--- src/rtl/systolic_skew_buffer.sv ---
`default_nettype none
// ============================================================================
// Module   : systolic_skew_buffer
// Brief    : Per-lane delay lines that add (DIR=0) or remove (DIR=1) the
//            diagonal skew of a systolic-array operand wavefront.
// Revision : 1.0 - initial release
// ============================================================================
module systolic_skew_buffer #(
    parameter int CHANNELS   = 8,
    parameter int BITS       = 64,
    parameter int BASE_DEPTH = 1,
    parameter int DIR        = 0
) (
    input  logic                     clk,
    input  logic                     rst_n,
    input  logic                     en,
    input  logic                     clr,
    input  logic                     in_valid,
    input  logic [CHANNELS*BITS-1:0] d,
    output logic [CHANNELS*BITS-1:0] q,
    output logic [CHANNELS-1:0]      q_valid,
    output logic                     all_valid,
    output logic                     drained
);

    // One bit per lane: any valid bit anywhere in that lane's stages.
    logic [CHANNELS-1:0] w_lane_busy;

    for (genvar c = 0; c < CHANNELS; c++) begin : g_lane
        localparam int c_depth = BASE_DEPTH + ((DIR != 0) ? (CHANNELS - 1 - c) : c);

        logic [BITS-1:0]    r_data [c_depth];
        logic [c_depth-1:0] r_vld;

        always_ff @(posedge clk or negedge rst_n) begin
            if (!rst_n) begin
                for (int i = 0; i < c_depth; i++) begin
                    r_data[i] <= '0;
                end
                r_vld <= '0;
            end else if (clr) begin
                for (int i = 0; i < c_depth; i++) begin
                    r_data[i] <= '0;
                end
                r_vld <= '0;
            end else if (en) begin
                // Idle cycles inject zeros so the array sees clean padding.
                r_data[0] <= in_valid ? d[c*BITS +: BITS] : '0;
                r_vld[0]  <= in_valid;
                for (int i = 1; i < c_depth; i++) begin
                    r_data[i] <= r_data[i-1];
                    r_vld[i]  <= r_vld[i-1];
                end
            end
        end

        assign q[c*BITS +: BITS] = r_data[c_depth-1];
        assign q_valid[c]        = r_vld[c_depth-1];
        assign w_lane_busy[c]    = |r_vld;
    end

    assign all_valid = &q_valid;
    assign drained   = ~|w_lane_busy;

endmodule
`default_nettype wire

--- config.mk ---
export PLATFORM = sky130hd
export DESIGN_NAME = systolic_skew_buffer
export DESIGN_NICKNAME = d
export VERILOG_FILES = /design/src/rtl/systolic_skew_buffer.sv
export SDC_FILE = /design/constraint.sdc
export NUM_CORES = 2
export LEC_CHECK = 0
export ABC_CLOCK_PERIOD_IN_PS = 2600
export CAP_MARGIN = 40
export CORE_ASPECT_RATIO = 0.8
export CORE_MARGIN = 2
export CORE_UTILIZATION = 35
export CTS_BUF_LIST = sky130_fd_sc_hd__clkbuf_16
export DETAILED_ROUTE_END_ITERATION = 8
export PLACE_DENSITY = 0.57
export SETUP_SLACK_MARGIN = 0.05
export SYNTH_ARGS = -nofsm -noshare
export SYNTH_HDL_FRONTEND = slang
export SYNTH_SLANG_ARGS = --single-unit
--- constraint.sdc ---
create_clock -name clk -period 2.6 [get_ports clk]
set_input_delay 0.78 -clock clk [delete_from_list [all_inputs] [get_ports clk]]
set_output_delay 0.78 -clock clk [all_outputs]
set_load 0.005 [all_outputs]
After elaboration in Yosys (flattened, before gate mapping)
Index checks and enable logic that the tools add are counted.
{ "word_totals": {"output_inout_bits": 522, "input_bits": 517, "regBits": 2340} }
{ "op_classes": {"n_reduce_logical": 4, "muxes": 40} }
{ "ops": {"columns": ["operator", "n"], "rows": [
  ["512-bit 2-to-1 mux", 2],
  ["448-bit 2-to-1 mux", 2],
  ["384-bit 2-to-1 mux", 2],
  ["320-bit 2-to-1 mux", 2],
  ["64-bit 2-to-1 mux", 10],
  ["256-bit 2-to-1 mux", 2],
  ["192-bit 2-to-1 mux", 2],
  ["128-bit 2-to-1 mux", 2],
  ["36-bit OR reduction", 1],
  ["8-bit 2-to-1 mux", 2],
  ["7-bit 2-to-1 mux", 2],
  ["6-bit 2-to-1 mux", 2],
  ["5-bit 2-to-1 mux", 2],
  ["4-bit 2-to-1 mux", 2],
  ["8-bit AND reduction", 1],
  ["3-bit 2-to-1 mux", 2],
  ["2-bit 2-to-1 mux", 2],
  ["1-bit 2-to-1 mux", 2],
  ["2-bit nonzero test", 1],
  ["1-bit logical NOT", 1]
]} }

Logic depth before layout (Yosys ltp)
{ "logic_depth": {"word_depth": 3, "ltp_mapped": 6} }

Worst setup path before layout
No wires, ideal clock.
{ "synth_path": {"path_type": "register to output", "startpoint": "register g_lane[7].r_vld[4]", "endpoint": "output drained", "n_path_buf": 0, "stages_incl_launch_ff": 3, "t_required_ns": 1.820, "slack_ns": 0.780, "arrival_ns": 1.040, "path_cell_list": "dfrtp_1 > or4_1 > nor2_1"} }
{ "synth_via": {"elab_chain_cells": 2} }
{ "synth_lines": {"columns": ["item", "line_no", "source"], "rows": [
  ["start, declared", "33", "logic [c_depth-1:0] r_vld;"],
  ["start signal, assigned by index", "52", "r_vld[i] <= r_vld[i-1];"],
  ["36-bit OR reduction", "63", "assign drained = ~|w_lane_busy;"],
  ["1-bit logical NOT", "63", null],
  ["end, declared", "23", "output logic drained"]
]} }
No other way between the ends.

Worst setup path after layout
{ "layout_path": {"startpoint": "register g_lane[7].r_vld[5]", "endpoint": "output drained"} }
The elaborated chain is that of the path after synthesis.

==> impl_metrics.ini <==
[die]
design.core.area_sq_um = 265600
die_h_um = 466.6
num_rows = 169
io-pin-count = 1039
fp.dieW_um = 582.3
floorplan.initialDensity_pct = 35.25
design.die.area_sq_um = 271700

[routing]
vias = 56231
drtIter0Drc = 3547
wire_per_inst_um = 20.19
wirelength_um = 237800
viasPerCell = 4.774
drt_pass1_iterations = 7
ant_nets = 0
drc = 0

[synth]
ys_warn_count = 0
synth_compound_area_share_pct = 4.790
ys_ff_latch = 2312
syn_avg_cell_area_sq_um = 12.66
synth_top_family_by_area = multiplexers
synth_nets = 7911
synth_largest_area_cell = dfrtp_1
synthArstFlopShare_pct = 100.0
synth_edf_count = 0
synthTopCellsByArea = dfrtp_1, mux2i_1, nor2_1
synth_xor_area_share_pct = 0
syn_inst = 7394
yosys.area_share.adder_pct = 0
synth_commonest_cells = dfrtp_1, nor2_1, mux2i_1
synth_most_common_cell = dfrtp_1
synthMuxAreaShare_pct = 19.24
yosys.area_share.simple_pct = 7.270
yosysUniqueCellTypes = 13
synth_top_area_share_pct = 61.80
yosysSeqAreaShare_pct = 61.80
syn_area_sq_um = 93620
ys.flop_type = dfrtp_1

[sta]
setup_viol = 1
worst_slack_ns = -0.4013
min_period_ns = 3.001
fmax_mhz = 333.2
min_period_over_period_pct = 115.4
tns_ns = -0.4013
slew_viol_final = 0
worst_pin_slew_ns = 0.8760
hold_violations = 0
rsz0062_at_grt = yes
finClkSkew_ns = 0.08620
relSlewSlack_pct = 41.60

[setup_path]
cp.required_ns = 1.82
endpoint_kind = output pin
criticalPathCategory = flop to output pin
crit_path_start_kind = flop
crit_fanout = 2
cp.arrival_ns = 2.22

[cts]
path_clk_slew_ns = 0.06
cts_buffer_depth = 4
ctsHtreeMaxLevel = 4
cts_tree = built
clock-sinks = 2312
numCtsBuffers = 236
cts_root_buffer = clkbuf_16
clock_latency_ns = 0.92

[outcome]
violations = setup timing
status = complete, but fails checks

[final_layout]
final_nets = 8586
final_area_sq_um = 112900
fin_cells = 11779
syn_to_final_growth_pct = 20.56
drive_above_1_share_pct = 8.763

[grt]
grt_max_degree = 161
grt_usage_pct = 17.24
grt_pass1_vias = 57197
grt_overflow = 0
grt_pass1_wl_um = 366400
antenna_found_initial = 37

[power]
irDropWorstVdd_v = 0.0006354
p_switching_w = 0.01741
p_int_w = 0.05647
p_clk_share_pct = 43.4
seqPwrFrac_pct = 49.9
power_switching_share_pct = 23.56
p_comb_share_pct = 6.6
p_leak_nw = 59.17
p_per_area_nw_per_um2 = 654.5
total_power_w = 0.07388

[flow_run]
cap_violations = 0

[place]
hpwlAfterDp_um = 162800
place_area_sq_um = 105500
gp_congestion = 0.8026
dp.cells = 11255
io_buffers = 1038
pre_cts_ws_ns = -0.3131

[hold_path]
hold_class = primary input to flop
==> flip-flops by register name (all words and copies together), names as in the netlist <==
name           cells
g_lane.r_data   1856
q                448
g_lane.r_vld       8
==> routing by layer <==
metal,GRT usage (%),vias up,part of all wire [%]
met5,0,-,0.054
met2,26.09,1278,45
met1,24.41,28537,46
li1,-,26097,-
met4,4.327,20,2.2
met3,4.676,299,6.8
==> metrics by stage <==
step | hold slack (ns) | util (%)
detailed placement | 0.4907 | 39.73
global route | 0.2523 | 42.49
CTS | 0.2298 | 42.47
global placement | 0.4867 | 39.73
floorplan | 0.4727 | -
finish | 0.2931 | 42.50
==> placed cells by master (no fill, tap or decap), drive strengths merged <==
cell	count
nor2	1803
bufinv	14
clkdlybuf4s15	25
dfrtp	2312
dlygate4sd3	1
diode	23
nand4	2
buf	365
clkbuf	236
clkinv	98
mux2i	1800
a22o	512
clkinvlp	10
clkdlybuf4s50	513
dlymetal6s2s	2
or4	2
and3b	1
inv	62
dlygate4sd2	493
==> what timing repair did <==
item	4_1_cts	5_1_grt
resized for setup	600	6
hold endpoints to repair	30	0
setup endpoints to repair	521	8
pin swaps	3	4
buffers inserted	81	1
hold buffers	1	0
==> final cells by class <==
cell class	count	area, sq um
diodes	23	57.56
clock buffers	236	5906
clock inverters	184	1301
fillers	24570	152700
multi-input cells	4120	29330
flip-flops and latches	2312	57890
well taps	3505	4385
repair buffers	1399	14000
==> worst max-delay path, stage by stage, from the launching register on <==
cell     delay, ns
dfrtp_1       0.38
or4_4         0.57
nor2_4        0.22
buf_6         0.13
buf_6         0.08
==> path summary, 6_finish.rpt <==
kind | from | end | slack, ns | cells after the start
max in group asynchronous | rst_n | g_lane[2].r_data[78] | 0.83 | 3
max reg2reg | g_lane[0].r_data[58] | g_lane[0].r_data[58] | 1.61 | 2
min | clr | q[72] | 0.29 | 2
min in group asynchronous | rst_n | g_lane[6].r_data[157] | 0.50 | 2
min reg2reg | g_lane[3].r_data[65] | q[193] | 0.46 | 2
max | g_lane[7].r_vld[5] | drained | -0.40 | 4
==> cell families after synthesis <==
family                 count (synthesis)
AND/OR/NAND/NOR                     1808
buffers and inverters                962
flip-flops                          2312
multiplexers                        1800
AO/OA/AOI/OAI                        512
==> power groups by stage <==
| stage | clock [W] | combinational (W) | sequential [W] |
|---|---|---|---|
| after floorplan | 0 | 0.00248 | 0.0374 |
| after global placement | 0 | 0.00497 | 0.0375 |
| after detailed placement | 0 | 0.00504 | 0.0375 |
| after CTS | 0.0332 | 0.00502 | 0.0369 |
| after global routing | 0.0347 | 0.00536 | 0.0369 |
| final | 0.0321 | 0.00491 | 0.0369 |
Power figures use the tool's default switching activity.
